<file path="config.mk">
export PLATFORM = sky130hd
export DESIGN_NAME = io_section_packer
export DESIGN_NICKNAME = d
export VERILOG_FILES = /design/src/rtl/io_pkg.sv /design/src/rtl/io_row_fifo.sv /design/src/rtl/io_section_packer.sv
export SDC_FILE = /design/constraint.sdc
export NUM_CORES = 1
export LEC_CHECK = 0
export CAP_MARGIN = 10
export CORE_MARGIN = 5
export CORE_UTILIZATION = 62
export DETAILED_ROUTE_END_ITERATION = 7
export PLACE_DENSITY = 0.83
export SYNTH_ARGS = -nofsm -noshare
export SYNTH_HDL_FRONTEND = slang
export SYNTH_HIERARCHICAL = 1
export SYNTH_SLANG_ARGS = --single-unit
</file>
<file path="constraint.sdc">
create_clock -name clk -period 7.58 [get_ports clk]
set_input_delay 0.758 -clock clk [delete_from_list [all_inputs] [get_ports clk]]
set_output_delay 0.758 -clock clk [all_outputs]
set_load 0.005 [all_outputs]
</file>
<file path="src/rtl/io_pkg.sv">
// io_pkg: section-order constants and the slot placement rule shared by the packer and unpacker.
package io_pkg;
    localparam bit ORDER_LSB = 1'b1;
    localparam bit ORDER_MSB = 1'b0;

    // Bit offset of section k inside a row; MSB order fills from the top bits downwards.
    function automatic int slot_offset(input int k, input int sw, input int rw, input bit lsb_first);
        return (lsb_first == ORDER_LSB) ? k * sw : rw - (k + 1) * sw;
    endfunction
endpackage

</file>
<file path="src/rtl/io_row_fifo.sv">
// io_row_fifo: synchronous show-ahead FIFO with occupancy output; head reads as zero when empty.
module io_row_fifo #(
    parameter  int W     = 20,
    parameter  int DEPTH = 4,
    localparam int AW    = $clog2(DEPTH),
    localparam int LW    = $clog2(DEPTH + 1)
) (
    input  logic          clk,
    input  logic          rst,
    input  logic          i_push,
    input  logic [W-1:0]  i_data,
    input  logic          i_pop,
    output logic [W-1:0]  o_data,
    output logic          o_valid,
    output logic [LW-1:0] o_level
);
    logic [W-1:0]  r_mem [DEPTH];
    logic [AW-1:0] r_wptr, r_rptr;
    logic [LW-1:0] r_level;
    logic          w_pop;

    assign o_valid = r_level != '0;
    assign w_pop   = i_pop & o_valid;
    assign o_data  = o_valid ? r_mem[r_rptr] : '0;
    assign o_level = r_level;

    always_ff @(posedge clk)
        if (i_push) r_mem[r_wptr] <= i_data;

    // Power-of-two depth lets the pointers wrap by plain overflow.
    always_ff @(posedge clk or negedge rst)
        if (!rst) begin
            r_wptr  <= '0;
            r_rptr  <= '0;
            r_level <= '0;
        end else begin
            if (i_push) r_wptr <= r_wptr + 1'b1;
            if (w_pop) r_rptr <= r_rptr + 1'b1;
            r_level <= r_level + LW'(i_push) - LW'(w_pop);
        end
endmodule

</file>
<file path="src/rtl/io_section_packer.sv">
// io_section_packer: packs SECTION_W-bit sections into ROW_W-bit rows (full or in_last-terminated)
// and buffers the rows in a show-ahead FIFO with valid/ready on both sides.
module io_section_packer
    import io_pkg::*;
#(
    parameter  int SECTION_W  = 4,
    parameter  int ROW_W      = 16,
    parameter  int FIFO_DEPTH = 4,
    parameter  bit LSB_FIRST  = ORDER_LSB,
    localparam int NSEC       = ROW_W / SECTION_W,
    localparam int CW         = $clog2(NSEC + 1),
    localparam int LW         = $clog2(FIFO_DEPTH + 1)
) (
    input  logic                 clk,
    input  logic                 rst,
    input  logic                 in_valid,
    output logic                 in_ready,
    input  logic [SECTION_W-1:0] in_section,
    input  logic                 in_last,
    output logic                 out_valid,
    input  logic                 out_ready,
    output logic [ROW_W-1:0]     out_row,
    output logic [CW-1:0]        out_nsec,
    output logic                 out_partial,
    output logic [LW-1:0]        fifo_level
);
    localparam logic [CW-1:0] LAST = CW'(NSEC - 1);
    localparam int            FW   = ROW_W + CW + 1;

    if (ROW_W % SECTION_W != 0) begin : g_bad_width
        $error("ROW_W must be a multiple of SECTION_W");
    end
    if (FIFO_DEPTH < 2 || (FIFO_DEPTH & (FIFO_DEPTH - 1)) != 0) begin : g_bad_depth
        $error("FIFO_DEPTH must be a power of two >= 2");
    end

    logic [ROW_W-1:0] r_acc, w_slot;
    logic [CW-1:0]    r_cnt, w_nsec;
    logic             w_accept, w_close;
    logic [FW-1:0]    w_push_data, w_head;

    assign in_ready    = rst & (fifo_level != LW'(FIFO_DEPTH));
    assign w_accept    = in_valid & in_ready;
    assign w_close     = w_accept & (in_last | (r_cnt == LAST));
    assign w_nsec      = r_cnt + 1'b1;
    assign w_push_data = {r_acc | w_slot, w_nsec, w_nsec != CW'(NSEC)};

    always_comb begin
        w_slot = '0;
        for (int k = 0; k < NSEC; k++)
            if (r_cnt == CW'(k)) w_slot[slot_offset(k, SECTION_W, ROW_W, LSB_FIRST) +: SECTION_W] = in_section;
    end

    always_ff @(posedge clk or negedge rst)
        if (!rst) begin
            r_acc <= '0;
            r_cnt <= '0;
        end else if (w_close) begin
            r_acc <= '0;
            r_cnt <= '0;
        end else if (w_accept) begin
            r_acc <= r_acc | w_slot;
            r_cnt <= r_cnt + 1'b1;
        end

    io_row_fifo #(.W(FW), .DEPTH(FIFO_DEPTH)) u_fifo (
        .clk     (clk),
        .rst     (rst),
        .i_push  (w_close),
        .i_data  (w_push_data),
        .i_pop   (out_ready),
        .o_data  (w_head),
        .o_valid (out_valid),
        .o_level (fifo_level)
    );

    assign {out_row, out_nsec, out_partial} = w_head;
endmodule
</file>
After elaboration in Yosys (flattened, before gate mapping)
Memories as Yosys holds them, arrays and structs flattened.
Index checks and enable logic that the tools add are counted.
{"block": "classes", "reduce_logical": 3, "muxes": 11, "addsub": 5, "eq_ne": 5, "bitwise_logic": 6}
{"cell": "16-bit two-way mux", "n": 2}
{"cell": "20-bit two-way mux", "n": 1}
{"cell": "4-bit two-way mux", "n": 4}
{"cell": "16-bit OR", "n": 1}
{"cell": "3-bit by 2-bit equality test with 1-bit output, second input constant", "n": 2}
{"cell": "3-bit two-way mux", "n": 2}
{"cell": "3-bit inequality test, second input constant", "n": 2}
{"cell": "2-bit by 1-bit adder with 2-bit output, second input constant", "n": 2}
{"cell": "1-bit bitwise AND", "n": 4}
{"cell": "3-bit by 1-bit adder with 3-bit output", "n": 1}
{"cell": "3-bit by 1-bit adder with 3-bit output, second input constant", "n": 1}
{"cell": "3-bit by 1-bit equality test with 1-bit output, second input constant", "n": 1}
{"cell": "3-bit logical NOT", "n": 1}
{"cell": "3-bit nonzero test", "n": 1}
{"cell": "3-bit by 1-bit subtractor with 3-bit output", "n": 1}
{"cell": "1-bit two-way mux", "n": 2}
{"cell": "2-bit nonzero test", "n": 1}
{"cell": "1-bit OR", "n": 1}
{"block": "word_totals", "output_inout_bits": 25, "n_memories": 1, "input_bits": 9, "ramBits": 80, "regBits": 26}
{"name": "u_fifo.r_mem", "words": 4, "word_bits": 20, "rd": 1, "rd_ports_with_merged_regs": 0, "wr": 1, "line_no": "io_row_fifo.sv:17", "text": "logic [W-1:0] r_mem [DEPTH];"}

Logic depth before layout (Yosys ltp)
Gate-level depths: netlist of the first run.
{"block": "depth", "word_depth": 6, "ltp_mapped": 11}

Modules after synthesis
Netlist of the first run, hierarchy kept.
{"module": "io_row_fifo", "cells_per_inst": 161, "area_per_inst_um2": 3422.0, "n_inst": 1}
{"module": "io_section_packer", "cells_per_inst": 95, "area_per_inst_um2": 985.9, "n_inst": 1}

Least setup slack after synthesis of the first run
Ideal clock, no wire load.
{"block": "synth_path", "kind": "register to register", "start": "reg r_cnt[0]", "end": "reg u_fifo.r_level[2] (netlist: u_fifo/o_level[2])", "synth_period_minus_slack_ns": 2.466, "t_arrival_ns": 2.343, "setup_time_ns": 0.123, "stages_incl_launch_ff": 12, "setup_slack_ns": 5.114, "required_time_ns": 7.457, "path_buffers": 3, "path_cell_list": "dfrtp_1 -> ha_1 -> ha_1 -> clkbuf_1 -> nor2_1 -> and4b_1 -> buf_6 -> buf_6 -> ha_1 -> fa_1 -> xnor2_1 -> xnor2_1"}
{"block": "synth_via", "elab_chain_len": 5}
{"item": "from (decl)", "line_no": "io_section_packer.sv:38", "text": "logic [CW-1:0] r_cnt, w_nsec;"}
{"item": "from (signal assigned)", "line_no": "io_section_packer.sv:63", "text": "r_cnt <= r_cnt + 1'b1;"}
{"item": "3-bit by 2-bit equality test with 1-bit output", "line_no": "io_section_packer.sv:44", "text": "assign w_close = w_accept & (in_last | (r_cnt == LAST));"}
{"item": "1-bit OR", "line_no": "io_section_packer.sv:44"}
{"item": "1-bit bitwise AND", "line_no": "io_section_packer.sv:44"}
{"item": "via w_close", "line_no": "io_section_packer.sv:39", "text": "logic w_accept, w_close;"}
{"item": "3-bit by 1-bit adder with 3-bit output", "line_no": "io_row_fifo.sv:39", "text": "r_level <= r_level + LW'(i_push) - LW'(w_pop);"}
{"item": "3-bit by 1-bit subtractor with 3-bit output", "line_no": "io_row_fifo.sv:39"}
{"item": "to (signal assigned)", "line_no": "io_row_fifo.sv:39"}
{"item": "to (decl)", "line_no": "io_row_fifo.sv:19", "text": "logic [LW-1:0] r_level;"}
The timed path passes the listed nets, and every way through them passes these cells.
A chain may end at the register's enable or synchronous reset.

Worst setup path in the final report of the first run
{"block": "layout_path", "start": "in rst", "end": "mem u_fifo.r_mem[1][10], enable pin"}
{"block": "layout_via", "elab_chain_len": 5}
{"item": "from (decl)", "line_no": "io_section_packer.sv:15", "text": "input logic rst,"}
{"item": "1-bit bitwise AND", "line_no": "io_section_packer.sv:42", "text": "assign in_ready = rst & (fifo_level != LW'(FIFO_DEPTH));"}
{"item": "1-bit bitwise AND", "line_no": "io_section_packer.sv:43", "text": "assign w_accept = in_valid & in_ready;"}
{"item": "1-bit bitwise AND", "line_no": "io_section_packer.sv:44"}
{"item": "1-bit two-way mux", "line_no": "io_row_fifo.sv:28", "text": "if (i_push) r_mem[r_wptr] <= i_data;"}
{"item": "1-bit two-way mux (implied by the code)", "line_no": "io_row_fifo.sv:28"}
{"item": "to (decl)", "line_no": "io_row_fifo.sv:17"}
No other way between the ends.

==> results of run 1 <==
[cell families (layout without fill, tap and decap cells)]
| kind of cell | Yosys count | in the layout | share of synthesized area |
|---|---|---|---|
| buffers and inverters | 23 | 63 | 0.0272 |
| AOI/OAI and AO/OA | 31 | 31 | 0.0491 |
| adders and majority gates | 12 | 12 | 0.0358 |
| muxes | 23 | 23 | 0.111 |
| xor gates and xnor gates | 5 | 5 | 0.00993 |
| and+or+nand+nor | 56 | 56 | 0.0741 |
| DFF | 106 | 106 | 0.693 |
[routing by layer]
layer / vias up / global-route usage / part of all wire
li1: 1040 / - / -
met1: 1083 / 0.266 / 0.43
met2: 73 / 0.300 / 0.50
met3: 18 / 0.0329 / 0.047
met4: 0 / 0.0794 / 0.021
met5: - / 0 / 0
[final timing paths]
check,from,end,cells after the start,slack (ps)
max in group asynchronous,rst,r_acc[8]$_DFFE_PN0P_,2,6530
min in group asynchronous,rst,u_fifo/r_wptr[0]$_DFFE_PN0P_,2,770
worst min register to register,r_acc[3]$_DFFE_PN0P_,r_acc[3]$_DFFE_PN0P_,2,510
worst max-delay path,rst,u_fifo/r_mem[1][10]$_DFFE_PP_,4,4260
worst min-delay path,r_acc[3]$_DFFE_PN0P_,r_acc[3]$_DFFE_PN0P_,2,510
worst max register to register,r_cnt[0]$_DFFE_PN0P_,u_fifo/r_mem[1][10]$_DFFE_PP_,5,4410
[cell usage in the layout, fill, tap and decap left out, types with 2 or more instances in the layout]
cell and n:
nor2b_1 7, and4b_1 4, nor3_1 2, mux2_2 2, mux4_1 2, and2_1 25, mux4_2 18, xnor2_1 4
nor2_1 13, edfxtp_1 80, clkdlybuf4s50_1 33, nand2_1 2, clkbuf_8 9, a21o_1 16, inv_1 12, dfrtp_1 26
buf_4 2, a31oi_1 12, ha_1 11
[final cells by class]
cell class	instances	area, µm²	share of cell area
clock buffer	10	128	0.0256
clock inverter	6	66.3	0.0133
inverter	12	45.0	0.00902
multi-input combinational	127	1230	0.247
sequential	106	3050	0.612
tap	96	120	0.0241
timing repair buffer	35	345	0.0692
[report_power, final]
part           total, mW  switching [mW]  internal [mW]
clock              0.338           0.184          0.154
combinational      0.671           0.294          0.377
sequential         0.853          0.0745          0.778
total               1.86           0.552           1.31
[sequential cells by signal, summed over array words and instances (netlist names)]
signal / flops
u_fifo/r_wptr: 2
u_fifo/r_mem: 80
u_fifo/r_rptr: 2
u_fifo/o_level: 3
r_cnt: 3
r_acc: 16
[per-stage QoR]
step / util / worst slack, ps
5_1_grt: 0.727 / 4090
6_report: 0.727 / 4260
2_1_floorplan: - / 5110
3_3_place_gp: 0.699 / 3930
4_1_cts: 0.727 / 4210
3_5_place_dp: 0.699 / 3840
[worst min-delay path, delay by kind of cell (launching register included)]
kind,cells,cell delay [ps]
compound gates,1,40
flops,1,350
simple gates,1,80
==> reports/qor.yml, run 1 <==
cts_setup_buffers: 0
dp_hpwl_um: 4680
drt-initial-drc-count: 157
crit_fanout: 32
port_buffers: 33
min_period_ps: 3320
grt_setup_unrepaired: "no"
worstHoldPathType: "reg -> reg"
drc_errors: 0
grt_antenna_before_repair: 0
grt_pass1_wl_um: 12300
design_area_um2: 4990
fill_cells: 425
drive_gt1_frac: 0.122
clk_pin_slew_worst_paths_ps: 90
grt_pass1_vias: 2319
diodes: 0
yosysTopAreaCell: "edfxtp_1"
die_x_um: 94.3
synth_area_leaders: "edfxtp_1 54%, dfrtp_1 15%, mux4_2 9.2%, and2_1 3.5%, ha_1 3.1%"
report.final.slew_viol_count: 0
fin_worst_skew_ps: 10.9
status: "complete, no violations"
clk_latency_ps: 360
synth.top_cell.area_share: 0.545
whs_ps: 507
tns_ps: 0
yosysSeqAreaShare: 0.693
clock-sinks: 106
syn_inst: 256
firstDrtPassIters: 4
cts_tree: "yes"
wl_per_cell_um: 19.1
leakagePower_nw: 1.93
ys_types: 28
setup_viol: 0
critPathLaunchType: "input port"
fin_cells: 392
crit_arrival_ps: 3300
synth_common_cells: "80 x edfxtp_1, 26 x dfrtp_1, 25 x and2_1"
slowest_stage: "and2_1"
ys_warn_count: 6
grt_max_degree: 33
synth_area_um2: 4410
wl_um: 7490
route.vias.total: 2214
peakVddDrop_mv: 0.269
p_total_mw: 1.86
async_flop_share: 0.245
cts_root_buf: "clkbuf_8"
relSlewSlack: 0.281
slowest_delay_ps: 950
cts_made_buffers: 9
die-area_um2: 8900
post_drt_via_cell_ratio: 5.65
ios: 34
place_area_um2: 4800
drv_cap: 0
start_util: 0.642
fmax_ghz: 0.301
ctsResizeCount: 0
clock_path_buffers: 2
path_cells: "clkdlybuf4s50_1 > buf_4 > and4b_1 > and2_1"
syn_to_final_growth_pct: 13.3
syn_area_per_cell_um2: 17.2
dpl.cell_count: 376
fin_crit_sh: 0.438
ant_nets: 0
criticalPathCategory: "in -> reg"
path_buf_inv: 2
nets: 312
synth_flop_cell: "edfxtp_1"
h-tree-depth: 3
die_height_um: 94.3
critPathRequiredTime_ps: 7560
rows: 30
ys_seq_elements: 106
core_um2: 6870
yosys.cell_count.top_type: "edfxtp_1"
synth_edf_count: 80
finalHoldViolations: 0
worstSetupEndpointType: "register"
cp_top_family: "simple AND/OR/NAND/NOR gates"
grt_usage: 0.190
holdBufCountCts: 0
synth_nets: 277
grt_overflow: 0
gp_congestion: 0.776
power_density_nw_per_um2: 373
worst_pin_slew_ps: 1080
No activity file was read; power rests on OpenSTA's default activity.
==> run 2, diff against run 1 <==
Settings changed: CORE_UTILIZATION 62 to 52, PLACE_DENSITY 0.83 to 0.74.
Clock period 7.58 ns to 2.9 ns, I/O delays scaled along.
==> run 2 against run 1 <==
Via count rose by 3.6%; sequential share of layout area is 1.3 points lower; combinational power rose to 2.8 times the previous value; utilization shrank 11 points; total power rose to 2.6 times the previous value; non-clock buffer count is 13 higher; first-iteration DRC count up 23%; register-to-register slack got worse by 3800 ps; cell area rose by 2.2%; sequential power rose to 2.6 times the previous value; wire length increased by 2.3%; critical endpoint is now out_row[15]; largest power group unchanged; highest routed layer unchanged.
==> reports/qor.yml, run 2 (same netlist as run 1, synthesis figures left out) <==
start_util: 0.534  # -0.108
cts_setup_buffers: 0  # unchanged
gr-max-usage-layer: "met2"
min_period_ps: 2550
wl_per_cell_um: 18.5  # -3.1%
worstSetupEndpointType: "output port"
relSlewSlack: 0.559  # +0.278
grtUsageMet2: 0.270  # -0.0293
clockPowerShare: 0.169  # -0.012
layout_commonest_cell: "edfxtp_1"
grt_setup_unrepaired: "no"
holdBufCountCts: 0  # unchanged
p_switching_mw: 1.45  # +160%
dp_hpwl_um: 5190  # +11%
route.vias.total: 2293  # +3.6%
fin_ws_ps: 349  # -3910 ps
grt_use_met1: 0.224  # -0.0422
finalHoldViolations: 0  # unchanged
ff_latch_area_um2: 3050  # unchanged
multi_input_area_um2: 1230  # unchanged
report.final.slew_viol_count: 0  # unchanged
reg2reg_slack_ps: 620  # -3790 ps
drc_errors: 0  # unchanged
nets: 325  # +4.2%
drv_cap: 0  # unchanged
status: "complete, no violations"
peakVddDrop_mv: 0.551  # +100%
layout_common_cells: "80 x edfxtp_1, 33 x clkdlybuf4s50_1, 26 x dfrtp_1"
crit_fanout: 15  # -53%
r2r_cells: 8  # +3
crit_arrival_ps: 2260  # -1040 ps
worstHoldPathType: "in -> async"
grt_antenna_before_repair: 0  # unchanged
die_x_um: 102  # +8.2%
worst_pin_slew_ps: 661  # -417 ps
clk_pin_slew_worst_paths_ps: 100  # about the same
cts_tree: "yes"
combPwrFrac: 0.382  # +0.022
fmax_ghz: 0.392
die_height_um: 102  # +8.2%
fin_crit_sh: 0.880
grt_pass1_wl_um: 12700  # +3.3%
rows: 33  # +10%
fin_worst_skew_ps: 8.25  # -2.64 ps
seq_power_share: 0.449  # -0.009
intPower_mw: 3.42  # +160%
pre_cts_ws_ps: 627  # -3210 ps
regMostFlops: "u_fifo/r_mem"
criticalPathCategory: "reg -> out"
post_drt_via_cell_ratio: 5.54  # -1.9%
firstDrtPassIters: 4  # unchanged
startpoint: "u_fifo/r_rptr[0]$_DFFE_PN0P_"
core_um2: 8260  # +20%
grt_overflow: 0  # unchanged
leakagePower_nw: 2.00  # +3.4%
final_util: 0.618  # -0.109
power_density_nw_per_um2: 954  # +160%
cts_made_buffers: 9  # unchanged
drive_gt1_frac: 0.162  # +0.0402
port_buffers: 33  # unchanged
clock-sinks: 106  # unchanged
clk_latency_ps: 370  # about the same
clock_path_buffers: 2  # unchanged
grt_usage: 0.165  # -0.0252
biggestRegsByFlops: "u_fifo/r_mem x80, r_acc x16"
drt-initial-drc-count: 193  # +23%
r2r-end: "u_fifo/o_level[2]$_DFF_PN0_"
cts_root_buf: "clkbuf_8"
gr-usage-met3: 0.0348  # +0.00196
grt_max_degree: 24  # -27%
p_total_mw: 4.86  # +160%
tns_ps: 0  # unchanged
critPathRequiredTime_ps: 2610  # -4950 ps
setup_viol: 0  # unchanged
syn_to_final_growth_pct: 15.7
diodes: 0  # unchanged
swShare: 0.298  # +0.00143
r2r-start: "r_cnt[0]$_DFFE_PN0P_"
ctsResizeCount: 0  # unchanged
ios: 34  # unchanged
gp_congestion: 0.833  # +7.4%
critPathLaunchType: "register"
grt_pass1_vias: 2401  # +3.5%
h-tree-depth: 3  # unchanged
ant_nets: 0  # unchanged
fill_cells: 608  # +43%
wl_um: 7670  # +2.3%
die-area_um2: 10400  # +17%
largest_register_ffs: 80  # unchanged
## run 2: power by group through the flow
stage                     clock network (mW)  logic (mW)  registers, mW
after floorplan                            0        1.13           2.17
after detailed placement                   0        1.89           2.22
final                                  0.820        1.86           2.19
after global routing                   0.893        2.06           2.21
after global placement                     0        1.86           2.20
after CTS                              0.836        1.90           2.19
## run 2: per-layer routing
layer	vias to the layer above	wire length, µm
met1	1164	3350
met2	52	3890
li1	1066	-
met4	0	102
met3	11	327
met5	-	0
## run 2: worst max path at each step
stage                                        endpoint  slack, ps  cells past startpoint
final                                     out_row[15]        350                      4
after global routing                      out_row[15]        220                      4
after CTS                                 out_row[15]        300                      4
after detailed placement  u_fifo/o_level[2]$_DFF_PN0_        630                      8
after global placement    u_fifo/o_level[2]$_DFF_PN0_        680                      8
after floorplan           u_fifo/o_level[2]$_DFF_PN0_        430                     11
## run 2: layout make-up
type,count,area share
Sequential cell,106,0.599
Multi-Input combinational cell,127,0.242
Clock inverter,5,0.00761
Inverter,12,0.00883
Clock buffer,11,0.0277
Timing Repair Buffer,48,0.0893
Tap cell,105,0.0258
## run 2: critical path: stages (launching register included)
cell and delay (ps):
dfrtp_1 360, buf_4 300, mux4_1 610, and2_1 180
clkdlybuf4s50_1 450
## run 2: stage by stage
stage / cell area [µm²] / cells / hold WS [ps]
detailed placement: 4920 / 398 / 485
CTS: 5100 / 414 / 277
floorplan: 4410 / 256 / -5.59
global placement: 4920 / 398 / 477
global route: 5100 / 414 / 326
finish: 5100 / 414 / 288
